===== config.mk =====
export PLATFORM = sky130hd
export DESIGN_NAME = rom_rd_arb
export DESIGN_NICKNAME = d
export VERILOG_FILES = /design/src/rtl/snn_rom_pkg.sv /design/src/rtl/rr_arb2.sv /design/src/rtl/rom_rd_arb.sv
export SDC_FILE = /design/constraint.sdc
export NUM_CORES = 1
export LEC_CHECK = 0
export CAP_MARGIN = 10
export CORE_ASPECT_RATIO = 1.2
export CORE_MARGIN = 2
export CORE_UTILIZATION = 51
export CTS_BUF_LIST = sky130_fd_sc_hd__clkbuf_2
export DETAILED_ROUTE_END_ITERATION = 7
export GPL_TIMING_DRIVEN = 0
export PLACE_DENSITY = 0.89
export SLEW_MARGIN = 20
export SYNTH_ARGS = -nofsm -noshare
export SYNTH_HDL_FRONTEND = slang
export SYNTH_HIERARCHICAL = 1
export SYNTH_SLANG_ARGS = --single-unit

===== constraint.sdc =====
create_clock -name clk -period 4.3 [get_ports clk]
set_clock_uncertainty 0.2 [all_clocks]
set_input_delay 0.43 -clock clk [delete_from_list [all_inputs] [get_ports clk]]
set_output_delay 0.43 -clock clk [all_outputs]
set_load 0.01 [all_outputs]

===== src/rtl/snn_rom_pkg.sv =====
// Shared definitions for the ROM burst read arbiter.
// Holds the default width constants and the read-FSM state encoding.
package snn_rom_pkg;

  localparam int unsigned DEF_DATA_WIDTH = 8;
  localparam int unsigned DEF_ADDR_WIDTH = 10;
  localparam int unsigned DEF_LEN_WIDTH  = 8;

  typedef enum logic [1:0] {
    IDLE  = 2'd0,
    ISSUE = 2'd1,
    DRAIN = 2'd2
  } rd_state_e;

endpackage


===== src/rtl/rr_arb2.sv =====
// Two-way round-robin pick.
// Ports:
//   req      - request bits of requester 1/0
//   last_gnt - index of the requester granted most recently
//   winner   - one-hot winner, all-zero when no request
module rr_arb2 (
  input  logic [1:0] req,
  input  logic       last_gnt,
  output logic [1:0] winner
);

  always_comb begin
    winner = '0;
    unique case (req)
      2'b01:   winner = 2'b01;
      2'b10:   winner = 2'b10;
      // Contention: the requester that did not win last time goes first.
      2'b11:   winner = last_gnt ? 2'b01 : 2'b10;
      default: winner = '0;
    endcase
  end

endmodule


===== src/rtl/rom_rd_arb.sv =====
// Burst read arbiter in front of a 1-cycle-latency synchronous ROM.
// Two requesters each ask for a burst (start address + length). One burst is
// accepted at a time in IDLE, its addresses are issued contiguously in ISSUE,
// and DRAIN covers the ROM read latency of the final word.
// Ports:
//   clk, rst_n               - clock, asynchronous active-low reset
//   req[1:0]                 - burst requests, held until matching gnt bit
//   start_addr0/1, len0/1    - burst descriptors (len 0 means 2**LEN_WIDTH)
//   gnt[1:0]                 - one-cycle one-hot grant pulse
//   rom_addr / rom_q         - ROM address out, registered ROM data in
//   rd_data/valid/id/last    - returned word stream
//   busy                     - FSM not idle
module rom_rd_arb
  import snn_rom_pkg::*;
#(
  parameter int DATA_WIDTH = DEF_DATA_WIDTH,
  parameter int ADDR_WIDTH = DEF_ADDR_WIDTH,
  parameter int LEN_WIDTH  = DEF_LEN_WIDTH
) (
  input  logic                  clk,
  input  logic                  rst_n,
  input  logic [1:0]            req,
  input  logic [ADDR_WIDTH-1:0] start_addr0,
  input  logic [ADDR_WIDTH-1:0] start_addr1,
  input  logic [LEN_WIDTH-1:0]  len0,
  input  logic [LEN_WIDTH-1:0]  len1,
  output logic [1:0]            gnt,
  output logic [ADDR_WIDTH-1:0] rom_addr,
  input  logic [DATA_WIDTH-1:0] rom_q,
  output logic [DATA_WIDTH-1:0] rd_data,
  output logic                  rd_valid,
  output logic                  rd_id,
  output logic                  rd_last,
  output logic                  busy
);

  rd_state_e             state_q, state_d;
  logic [ADDR_WIDTH-1:0] cur_addr_q, cur_addr_d;
  logic [ADDR_WIDTH-1:0] addr_hold_q;
  logic [LEN_WIDTH:0]    remain_q, remain_d;
  logic                  last_gnt_q, last_gnt_d;
  logic                  owner_q, owner_d;
  logic [1:0]            gnt_q, gnt_d;
  logic                  rd_valid_q, rd_id_q, rd_last_q;
  logic [1:0]            win;
  logic                  issuing;
  logic                  final_addr;

  rr_arb2 u_arb (
    .req      (req),
    .last_gnt (last_gnt_q),
    .winner   (win)
  );

  assign issuing    = (state_q == ISSUE);
  assign final_addr = issuing && (remain_q == (LEN_WIDTH + 1)'(1));

  always_comb begin
    state_d    = state_q;
    cur_addr_d = cur_addr_q;
    remain_d   = remain_q;
    last_gnt_d = last_gnt_q;
    owner_d    = owner_q;
    gnt_d      = '0;
    unique case (state_q)
      IDLE: begin
        if (|req) begin
          state_d    = ISSUE;
          gnt_d      = win;
          owner_d    = win[1];
          last_gnt_d = win[1];
          // Zero length gets the extra top bit set, i.e. 2**LEN_WIDTH words.
          if (win[1]) begin
            cur_addr_d = start_addr1;
            remain_d   = {len1 == '0, len1};
          end else begin
            cur_addr_d = start_addr0;
            remain_d   = {len0 == '0, len0};
          end
        end
      end
      ISSUE: begin
        cur_addr_d = cur_addr_q + ADDR_WIDTH'(1);
        remain_d   = remain_q - (LEN_WIDTH + 1)'(1);
        if (final_addr) state_d = DRAIN;
      end
      DRAIN:   state_d = IDLE;
      default: state_d = IDLE;
    endcase
  end

  always_ff @(posedge clk or negedge rst_n) begin
    if (!rst_n) begin
      state_q     <= IDLE;
      cur_addr_q  <= '0;
      addr_hold_q <= '0;
      remain_q    <= '0;
      last_gnt_q  <= 1'b1;
      owner_q     <= 1'b0;
      gnt_q       <= '0;
      rd_valid_q  <= 1'b0;
      rd_id_q     <= 1'b0;
      rd_last_q   <= 1'b0;
    end else begin
      state_q     <= state_d;
      cur_addr_q  <= cur_addr_d;
      remain_q    <= remain_d;
      last_gnt_q  <= last_gnt_d;
      owner_q     <= owner_d;
      gnt_q       <= gnt_d;
      if (issuing) addr_hold_q <= cur_addr_q;
      rd_valid_q  <= issuing;
      rd_id_q     <= owner_q;
      rd_last_q   <= final_addr;
    end
  end

  // cur_addr runs one past the last word after ISSUE, so the ROM address is
  // held from a separate copy of the last issued address.
  assign rom_addr = issuing ? cur_addr_q : addr_hold_q;
  assign gnt      = gnt_q;
  assign rd_data  = rom_q;
  assign rd_valid = rd_valid_q;
  assign rd_id    = rd_id_q;
  assign rd_last  = rd_last_q;
  assign busy     = (state_q != IDLE);

endmodule


==> impl_metrics.py <==
metrics = {
    "timing": {
        "drv_slew": 0,
        "relSlewSlack_pct": 67.3,
        "hold_violations": 0,
        "fmax_mhz": 346,
        "setup_tns_ns": 0,
        "period_needed_ns": 2.89,
        "rsz0062_at_grt": "false",
        "worstMarginPinSlew_ns": 0.490,
        "fin_hold_ws_ns": 0.190,
        "finalSetupViolCount": 0,
        "fin_crit_sh_pct": 67.3,
    },
    "logic_synthesis": {
        "synth_nets": 259,
        "syn_inst": 208,
        "synth_top_area_cell": "dfrtp_1",
        "synth-seq-cells": 38,
        "synth_area_leaders": "dfrtp_1, nand2_1, mux2i_1",
        "async_flop_share_pct": 100,
        "synth_edf_count": 0,
        "synth_top_area_share_pct": 44.1,
        "yosysWarnings": 6,
        "syn_avg_cell_area_um2": 10.1,
        "ys_types": 47,
        "ys_seq_area_share_pct": 45.4,
        "netlist_area_um2": 2100,
        "synth-main-ff-cell": "dfrtp_1",
    },
    "global_routing": {
        "antenna_found_initial": 0,
        "gr-total-overflow": 0,
        "grt_max_degree": 33,
        "grt_pass1_wl_um": 8710,
        "grtUsageTotal_pct": 24.6,
        "grt_pass1_vias": 1798,
    },
    "pwr": {
        "finalPower_mw": 0.722,
        "p_leak_nw": 1.26,
        "p_per_area_nw_per_um2": 248,
        "ir_worst_vdd_mv": 0.179,
    },
    "place": {
        "gp_congestion": 0.886,
        "postPlaceCellArea_um2": 2810,
        "io_buffers": 63,
        "dpl.hpwl_um": 4040,
    },
    "final_layout": {
        "fin_area_um2": 2910,
        "multiInputGateArea_um2": 967,
        "final_common_cell": "clkdlybuf4s50_1",
        "ff_latch_area_um2": 952,
        "n_fill_cell": 303,
        "num_antenna_cells": 0,
        "drive_above_1_share_pct": 14.2,
        "area_delta_synth_final_pct": 38.7,
        "nNetsFinal": 331,
        "final_cell_mix": "clkdlybuf4s50_1, nand2_1, dfrtp_1",
    },
    "die": {
        "io_pins": 72,
        "core-area_um2": 3940,
        "die_area_um2": 4650,
        "rows": 25,
        "start_util_pct": 53.3,
        "fp.dieH_um": 74.3,
        "die_width_um": 62.6,
    },
    "worst_setup_path": {
        "cp_cell_sequence": "nand2b_1, buf_6, clkinv_8, buf_6, buf_2, nand2_1, nand2_1, clkdlybuf4s50_1",
        "start_kind": "flop",
        "crit_required_ns": 3.67,
        "cp_data_arrival_time_ns": 2.26,
        "crit_fanout": 10,
        "crit_path_max_incr_delay_ns": 0.55,
        "setup.worst_path.end_class": "output port",
        "cp_slowest_cell": "clkdlybuf4s50_1",
        "critical_path_class": "flop to output port",
    },
    "clocking": {
        "cts_buffers": 5,
        "cts-resized-gates": 0,
        "cts.htree.levels": 2,
        "clk-insertion-delay-late_ns": 0.40,
        "cts.hold.buffers_added": 1,
        "post_cts_buffers": 0,
        "cts.clk_slew.worst_paths_ns": 0.19,
        "cts_tree": "yes",
        "root_buffer": "clkbuf_2",
        "cts.path.max_buffers": 2,
        "clock_sinks": 38,
    },
    "routing": {
        "dr.pass1.iters": 4,
        "drc_errors": 0,
        "viasPerCell": 5.70,
        "ant_nets": 0,
        "finalWirelength_um": 5360,
        "drtIter0Drc": 157,
        "vias": 1910,
        "post_drt_wl_per_cell_um": 16.0,
    },
    "min_path": {
        "hp-class": "input pin to async pin",
    },
    "outcome": {
        "status": "complete, no violations",
    },
    "flow_run": {
        "cap_violations": 0,
    },
}
## worst max-delay path: cells and delay by family, from the launching register on
kind	cells	cell delay [ns]
DFF	1	0.41
and+or+nand+nor	3	0.35
buffers and inverters	5	1.10
## routing by layer
| layer | up-vias | part of all wire (%) | track usage, % |
|---|---|---|---|
| li1 | 899 | - | - |
| met1 | 926 | 40 | 28.2 |
| met2 | 68 | 53 | 45.5 |
| met3 | 17 | 4.9 | 5.14 |
| met4 | 0 | 2.9 | 9.88 |
| met5 | - | 0 | 0 |
## Yosys cell counts, types with 2 or more instances
| cell | count |
|---|---|
| nor2_1 | 6 |
| a21o_1 | 2 |
| o211ai_1 | 8 |
| buf_4 | 11 |
| and3_1 | 2 |
| a211oi_1 | 7 |
| ha_1 | 3 |
| nand2_1 | 43 |
| a21oi_1 | 2 |
| dfrtp_1 | 37 |
| o21ai_0 | 2 |
| mux2i_1 | 15 |
| buf_6 | 3 |
| inv_1 | 5 |
| or3_1 | 2 |
| o32a_1 | 4 |
| and4_1 | 2 |
| nor4_1 | 2 |
| a311oi_1 | 3 |
| and2_1 | 3 |
| a31o_2 | 3 |
| buf_2 | 5 |
| nor2b_1 | 3 |
| o22ai_1 | 5 |
| nand3_1 | 6 |
| nor3_1 | 3 |
## worst paths after layout
kind / from / end / slack (ns) / depth (start not counted)
max: state_q[1]$_DFFE_PN0P_ / rom_addr[0] / 1.41 / 8
min: rst_n / rd_last$_DFF_PN0_ / 0.19 / 2
max reg2reg: last_gnt_q$_DFFE_PN1P_ / remain_q[4]$_DFFE_PN0P_ / 2.38 / 6
min reg2reg: owner_q$_DFFE_PN0P_ / rd_id$_DFF_PN0_ / 0.21 / 0
max in group asynchronous: rst_n / addr_hold_q[9]$_DFF_PN0_ / 3.30 / 3
min in group clk: owner_q$_DFFE_PN0P_ / rd_id$_DFF_PN0_ / 0.21 / 0
## sequential cells by signal, indices dropped and copies added, names as in the netlist
name and flops:
addr_hold_q 10, cur_addr_q 10, gnt 2, last_gnt_q 1
owner_q 1, rd_id 1, rd_last 1, rd_valid 1
remain_q 9, state_q 2
## power breakdown
part	internal, mW	total [mW]	switching [mW]
clock	0.155	0.278	0.123
sequential	0.358	0.358	0
combinational	0.0543	0.0857	0.0314
## metrics by stage
stage | setup WS (ns) | util, % | cells
floorplan | 2.52 | - | 208
global placement | 1.74 | 71.0 | 325
detailed placement | 1.83 | 71.4 | 326
CTS | 1.38 | 73.9 | 335
global route | 1.25 | 73.9 | 335
finish | 1.41 | 73.9 | 335
## kinds of logic after synthesis
logic type | Yosys count | share of synthesized area (%)
and+or+nand+nor | 82 | 20.4
AOI/OAI and AO/OA | 43 | 16.2
DFF | 38 | 45.4
buffers and inverters | 26 | 8.58
muxes | 16 | 7.69
adders and majority gates | 3 | 1.79
## area by class of cell
cell class                 count  area share (%)
timing repair buffer          65            22.5
multi-input combinational    144            33.2
clock buffer                   5           0.859
clock inverter                 3            2.19
tap                           54            2.32
inverter                       6            1.20
sequential                    38            32.7
buffer                        20            4.98
Note: power is estimated with default switching activity, not from simulation.
